File: src/rtl/temporizador_pkg.sv
// Shared encodings for the countdown-timer control sequencer.
//   estado_t : 3-bit mode encoding driven out on modo
//   LED_*    : led_estado patterns for each adjust mode
//   led_de() : maps a mode to its led_estado pattern
package temporizador_pkg;

   typedef enum logic [2:0] {
      PARADO  = 3'b000,
      AJ_SEG  = 3'b001,
      AJ_MIN  = 3'b010,
      AJ_HORA = 3'b011,
      RODANDO = 3'b111,
      FIM     = 3'b100
   } estado_t;

   localparam logic [2:0] LED_APAGADO = 3'b000;
   localparam logic [2:0] LED_AJ_SEG  = 3'b001;
   localparam logic [2:0] LED_AJ_MIN  = 3'b011;
   localparam logic [2:0] LED_AJ_HORA = 3'b111;

   // Thermometer-style indicator of which field is being adjusted.
   function automatic logic [2:0] led_de(input estado_t e);
      case (e)
         AJ_SEG:  return LED_AJ_SEG;
         AJ_MIN:  return LED_AJ_MIN;
         AJ_HORA: return LED_AJ_HORA;
         default: return LED_APAGADO;
      endcase
   endfunction

endpackage

File: src/rtl/filtro_botao.sv
// Push-button conditioner: 2-flop synchroniser, debounce, rising-edge pulse.
//   clk    : system clock
//   reset  : asynchronous, active-low
//   bruto  : raw asynchronous button level (active-high)
//   pulso  : registered 1-cycle pulse when the debounced level rises
module filtro_botao #(
   parameter int unsigned DEBOUNCE_CYCLES = 1_000_000
) (
   input  logic clk,
   input  logic reset,
   input  logic bruto,
   output logic pulso
);

   localparam int unsigned CNT_W = $clog2(DEBOUNCE_CYCLES + 1);

   logic             sinc1;
   logic             sinc2;
   logic             estavel;
   logic [CNT_W-1:0] cont;

   // The count runs up to DEBOUNCE_CYCLES mismatches; the stable level and
   // the pulse are updated together on the edge that sees the full count.
   always_ff @(posedge clk or negedge reset) begin
      if (!reset) begin
         sinc1   <= 1'b0;
         sinc2   <= 1'b0;
         estavel <= 1'b0;
         cont    <= '0;
         pulso   <= 1'b0;
      end else begin
         sinc1 <= bruto;
         sinc2 <= sinc1;
         pulso <= 1'b0;
         if (sinc2 == estavel) begin
            cont <= '0;
         end else if (cont == CNT_W'(DEBOUNCE_CYCLES)) begin
            estavel <= sinc2;
            cont    <= '0;
            pulso   <= sinc2;
         end else begin
            cont <= cont + CNT_W'(1);
         end
      end
   end

endmodule

File: src/rtl/controle_cronometro.sv
// Mode sequencer for the countdown timer: conditions the three buttons,
// runs the stopped/adjust/running/expired FSM and the 1 Hz tick divider.
//   clk, reset                  : clock, asynchronous active-low reset
//   botao0/1/2                  : raw buttons (mode, increment, start/stop)
//   SW3                         : minute adjust selects tens when 1
//   zero                        : datapath reports all digits at zero
//   modo                        : current state encoding
//   inc_seg/inc_min_u/inc_min_d/inc_hora : 1-cycle increment strobes
//   dec_tick                    : 1-cycle decrement-one-second strobe
//   led_estado                  : adjust-mode indicator
//   alarme                      : countdown reached zero
module controle_cronometro
   import temporizador_pkg::*;
#(
   parameter int unsigned DEBOUNCE_CYCLES = 1_000_000,
   parameter int unsigned TICK_DIV        = 50_000_000
) (
   input  logic       clk,
   input  logic       reset,
   input  logic       botao0,
   input  logic       botao1,
   input  logic       botao2,
   input  logic       SW3,
   input  logic       zero,
   output logic [2:0] modo,
   output logic       inc_seg,
   output logic       inc_min_u,
   output logic       inc_min_d,
   output logic       inc_hora,
   output logic       dec_tick,
   output logic [2:0] led_estado,
   output logic       alarme
);

   localparam int unsigned DIV_W = (TICK_DIV > 1) ? $clog2(TICK_DIV) : 1;

   logic p0, p1, p2;

   filtro_botao #(.DEBOUNCE_CYCLES(DEBOUNCE_CYCLES)) u_filtro0 (
      .clk(clk), .reset(reset), .bruto(botao0), .pulso(p0));
   filtro_botao #(.DEBOUNCE_CYCLES(DEBOUNCE_CYCLES)) u_filtro1 (
      .clk(clk), .reset(reset), .bruto(botao1), .pulso(p1));
   filtro_botao #(.DEBOUNCE_CYCLES(DEBOUNCE_CYCLES)) u_filtro2 (
      .clk(clk), .reset(reset), .bruto(botao2), .pulso(p2));

   estado_t          estado, estado_prox;
   logic [DIV_W-1:0] div, div_prox;
   logic             virada_c;
   estado_t          destino_c;
   logic             inc_seg_prox, inc_min_u_prox, inc_min_d_prox;
   logic             inc_hora_prox, dec_tick_prox;

   assign modo = estado;

   // State, divider and all registered outputs.
   always_ff @(posedge clk or negedge reset) begin
      if (!reset) begin
         estado     <= PARADO;
         div        <= '0;
         inc_seg    <= 1'b0;
         inc_min_u  <= 1'b0;
         inc_min_d  <= 1'b0;
         inc_hora   <= 1'b0;
         dec_tick   <= 1'b0;
         led_estado <= LED_APAGADO;
         alarme     <= 1'b0;
      end else begin
         estado     <= estado_prox;
         div        <= div_prox;
         inc_seg    <= inc_seg_prox;
         inc_min_u  <= inc_min_u_prox;
         inc_min_d  <= inc_min_d_prox;
         inc_hora   <= inc_hora_prox;
         dec_tick   <= dec_tick_prox;
         led_estado <= led_de(estado_prox);
         alarme     <= (estado_prox == FIM);
      end
   end

   // Next state and strobes; p2 beats p0 beats p1, and a state change never
   // carries an increment strobe.
   always_comb begin
      estado_prox    = estado;
      inc_seg_prox   = 1'b0;
      inc_min_u_prox = 1'b0;
      inc_min_d_prox = 1'b0;
      inc_hora_prox  = 1'b0;
      dec_tick_prox  = 1'b0;
      virada_c       = (estado == RODANDO) && (div == DIV_W'(TICK_DIV - 1));
      destino_c      = zero ? PARADO : RODANDO;

      case (estado)
         PARADO: begin
            if (p2) begin
               if (!zero) estado_prox = RODANDO;
            end else if (p0) begin
               estado_prox = AJ_SEG;
            end
         end
         AJ_SEG: begin
            if (p2)      estado_prox  = destino_c;
            else if (p0) estado_prox  = AJ_MIN;
            else if (p1) inc_seg_prox = 1'b1;
         end
         AJ_MIN: begin
            if (p2)      estado_prox = destino_c;
            else if (p0) estado_prox = AJ_HORA;
            else if (p1) begin
               inc_min_d_prox = SW3;
               inc_min_u_prox = !SW3;
            end
         end
         AJ_HORA: begin
            if (p2 || p0) estado_prox   = destino_c;
            else if (p1)  inc_hora_prox = 1'b1;
         end
         RODANDO: begin
            if (p2) begin
               estado_prox = PARADO;
            end else if (virada_c) begin
               if (zero) estado_prox   = FIM;
               else      dec_tick_prox = 1'b1;
            end
         end
         FIM: begin
            if (p0 || p1 || p2) estado_prox = PARADO;
         end
         default: estado_prox = PARADO;
      endcase

      // Divider only runs while staying in RODANDO, so every entry restarts it.
      div_prox = '0;
      if ((estado == RODANDO) && (estado_prox == RODANDO) && !virada_c)
         div_prox = div + DIV_W'(1);
   end

endmodule

File: config.mk
export PLATFORM = sky130hd
export DESIGN_NAME = controle_cronometro
export DESIGN_NICKNAME = d
export VERILOG_FILES = /design/src/rtl/temporizador_pkg.sv /design/src/rtl/filtro_botao.sv /design/src/rtl/controle_cronometro.sv
export SDC_FILE = /design/constraint.sdc
export NUM_CORES = 1
export LEC_CHECK = 0
export CAP_MARGIN = 0
export CORE_UTILIZATION = 35
export DETAILED_ROUTE_END_ITERATION = 10
export PLACE_DENSITY_LB_ADDON = 0.15
export SLEW_MARGIN = 5
export SYNTH_ARGS = -nofsm -noshare
export SYNTH_HDL_FRONTEND = slang
export SYNTH_SLANG_ARGS = --single-unit
File: constraint.sdc
create_clock -name clk -period 2.15 [get_ports clk]
set_input_delay 0.3225 -clock clk [delete_from_list [all_inputs] [get_ports clk]]
set_output_delay 0.3225 -clock clk [all_outputs]
set_load 0.05 [all_outputs]
==> flow_metrics.tcl <==
set metrics [dict create \
    synth_ff_type "dfrtp_1" \
    ys_seq_area_share_pct 51.6 \
    holdWs_ns 0.350 \
    yosysWarnings 0 \
    drtIter0Drc 200 \
    wl_per_cell_um 14.2 \
    antenna_found_initial 0 \
    die-area_mm2 0.0157 \
    first_global_vias 4163 \
    start_util_pct 36.3 \
    netlist_instances 541 \
    fp.dieH_um 125 \
    skew_ns 0.00598 \
    crit_arrival_ns 2.28 \
    die_x_um 125 \
    fmax_mhz 491 \
    max_cap_violations 0 \
    clockBufferDepth 2 \
    ys_seq_elements 110 \
    instances_no_fill 775 \
    h-tree-depth 3 \
    cts_tree "done" \
    grt_first_pass_wirelength_um 19300 \
    fillers 1414 \
    drive_above_1_share_pct 12.5 \
    hold_class "flop to flop" \
    globalplace.congestion 0.799 \
    setup_viol 0 \
    rows 44 \
    synthesis.area_mm2 0.00533 \
    worstPathMaxFanout 5 \
    via_per_inst 5.25 \
    slew_violations 0 \
    cts-root-buf "clkbuf_16" \
    dp_hpwl_um 7790 \
    grt_max_degree 41 \
    rsz0062_at_grt "false" \
    p_leak_uw 0.00244 \
    clk_pin_slew_ns 0.07 \
    violations "design-rule violations" \
    diodes 0 \
    firstDrtPassIters 9 \
    post_cts.repair.setup_buffers 0 \
    cts_made_buffers 9 \
    end_kind "flop" \
    powerDensity_mw_per_mm2 644 \
    min_period_ns 2.04 \
    irDropWorstVdd_mv 0.429 \
    post-place-cells 758 \
    track_usage_pct 15.3 \
    grt.overflow.total 0 \
    post-route-drc-count 2 \
    clkSinkCount 110 \
    fin_tns_setup_ns 0 \
    worst_pin_slew_ns 0.550 \
    cp.required_ns 2.39 \
    start_kind "flop" \
    synthArstFlopShare_pct 100 \
    power_uw 4080 \
    ys_types 51 \
    io_pins 19 \
    syn_to_final_growth_pct 18.7 \
    syn_avg_cell_area_um2 9.85 \
    insertion_delay_ns 0.35 \
    slew_headroom_pct 63.1 \
    vias 4067 \
    synth_edf_count 0 \
    fin_crit_sh_pct 94.8 \
    drt_wl_total_um 11000 \
    synth_nets 555 \
    core-area_mm2 0.0147 \
    antenna_left 0 \
    nets 600 \
    status "finished, violations left" \
    path_class "flop to flop" \
    hold_violations 0 \
    numPortBuffers 18 \
    utilization_pct 43.1 \
]
## power by group
group	leakage [µW]	switching, µW	internal [µW]
Combinational	0.000797	99.3	57.1
Clock	0.000148	754	1050
Sequential	0.00150	22.4	2090
## cells in the mapped netlist, types with 2 or more instances
master,instances,area [µm²]
a21oi_1,30,150
a31oi_1,2,12.5
and2_1,3,18.8
and3_1,6,37.5
and4_1,7,61.3
buf_2,5,25.0
clkbuf_1,12,45.0
dfrtp_1,110,2750
ha_1,7,87.6
inv_1,24,90.1
mux2_2,3,33.8
nand2_1,34,128
nand3_1,25,125
nand4_1,20,125
nor2_1,68,255
nor2b_1,3,18.8
nor3_1,18,90.1
nor3b_1,5,37.5
nor4_1,10,62.6
nor4b_1,6,52.6
o21a_1,2,15.0
o21ai_0,14,70.1
o21ai_1,2,10.0
o31ai_1,16,120
or2_2,2,12.5
or3_1,14,87.6
or3_2,2,15.0
or4_1,19,143
or4b_2,2,20.0
xnor2_1,33,289
xor2_1,17,149
## flip-flops by register name (all words and copies together), names as in the netlist, 3 cells and up
signal,cells
div,26
u_filtro0.cont,20
u_filtro1.cont,20
u_filtro2.cont,20
led_estado,3
modo,3
## worst max-delay path: stages, from the launching register on
cell and delay (ns):
dfrtp_1 0.42, inv_1 0.09, ha_1 0.13, or4bb_1 0.46, or3_4 0.40, nor2_4 0.10, mux2_2 0.33
## what timing repair did
action,CTS,global route
hold buffers,1,0
endpoints found under the hold margin,38,0
resized for setup,0,10
endpoints found under the setup margin,0,24
## final cells by class
type / instances / area (µm²) / share of cell area [%]
clock inverters: 5 / 82.6 / 1.30
well taps: 184 / 230 / 3.64
flip-flops and latches: 110 / 2750 / 43.5
inverters: 24 / 90.1 / 1.42
repair buffers: 52 / 474 / 7.49
clock buffers: 11 / 243 / 3.83
multi-input cells: 389 / 2460 / 38.8
## worst paths after layout
kind,start,end,slack (ns),depth (start not counted)
setup / recovery,u_filtro1.cont[0]$_DFF_PN0_,u_filtro1.estavel$_DFFE_PN0P_,0.11,6
hold / removal,u_filtro1.sinc1$_DFF_PN0_,u_filtro1.sinc2$_DFF_PN0_,0.35,0
setup reg to reg,u_filtro1.cont[0]$_DFF_PN0_,u_filtro1.estavel$_DFFE_PN0P_,0.11,6
hold reg to reg,u_filtro1.sinc1$_DFF_PN0_,u_filtro1.sinc2$_DFF_PN0_,0.35,0
max in group asynchronous,reset,u_filtro0.cont[10]$_DFF_PN0_,1.04,3
min in group asynchronous,reset,u_filtro0.cont[4]$_DFF_PN0_,0.50,2
## placed cells by master (no fill, tap or decap), types with 3 or more instances in the layout
cell type	count
nor2b_1	3
and2_1	3
or4_4	4
clkbuf_16	9
buf_4	31
inv_1	24
clkinvlp_4	3
nor2_1	67
or3_1	13
clkdlybuf4s50_1	16
nand2_1	34
nor3b_1	5
xnor2_1	33
nor4_1	9
nor4b_1	5
dfrtp_1	110
mux2_2	3
nor3_1	18
and4_1	7
or4_1	16
nand4_1	20
a21oi_1	30
nand3_1	25
o21ai_0	14
o31ai_1	16
ha_1	7
buf_12	3
and3_1	6
xor2_1	17
## stage by stage
| stage | worst slack, ns | instance area (µm²) |
|---|---|---|
| 2_1_floorplan | 0.140 | 5330 |
| 3_3_place_gp | 0.0985 | 5950 |
| 3_5_place_dp | 0.0249 | 5950 |
| 4_1_cts | 0.00825 | 6290 |
| 5_1_grt | 0.00840 | 6330 |
| 6_report | 0.111 | 6330 |
## logic make-up (layout without fill, tap and decap cells)
group                      Yosys count  count (layout)  share of synthesized area, %
adders and majority gates            7               7                          1.64
and+or+nand+nor                    255             255                          26.4
muxes                                3               3                         0.634
buffers and inverters               42              92                          3.10
DFF                                110             110                          51.6
xor gates and xnor gates            50              50                          8.21
AOI/OAI and AO/OA                   74              74                          8.40
## metal layers
| layer | vias to the layer above | wire, µm | GRT usage, % |
|---|---|---|---|
| met5 | - | 0 | 0 |
| met4 | 0 | 235 | 5.95 |
| met3 | 20 | 317 | 4.41 |
| met2 | 38 | 5030 | 24.7 |
| met1 | 1987 | 5430 | 19.3 |
| li1 | 2022 | - | - |
No activity file was read; power rests on OpenSTA's default activity.
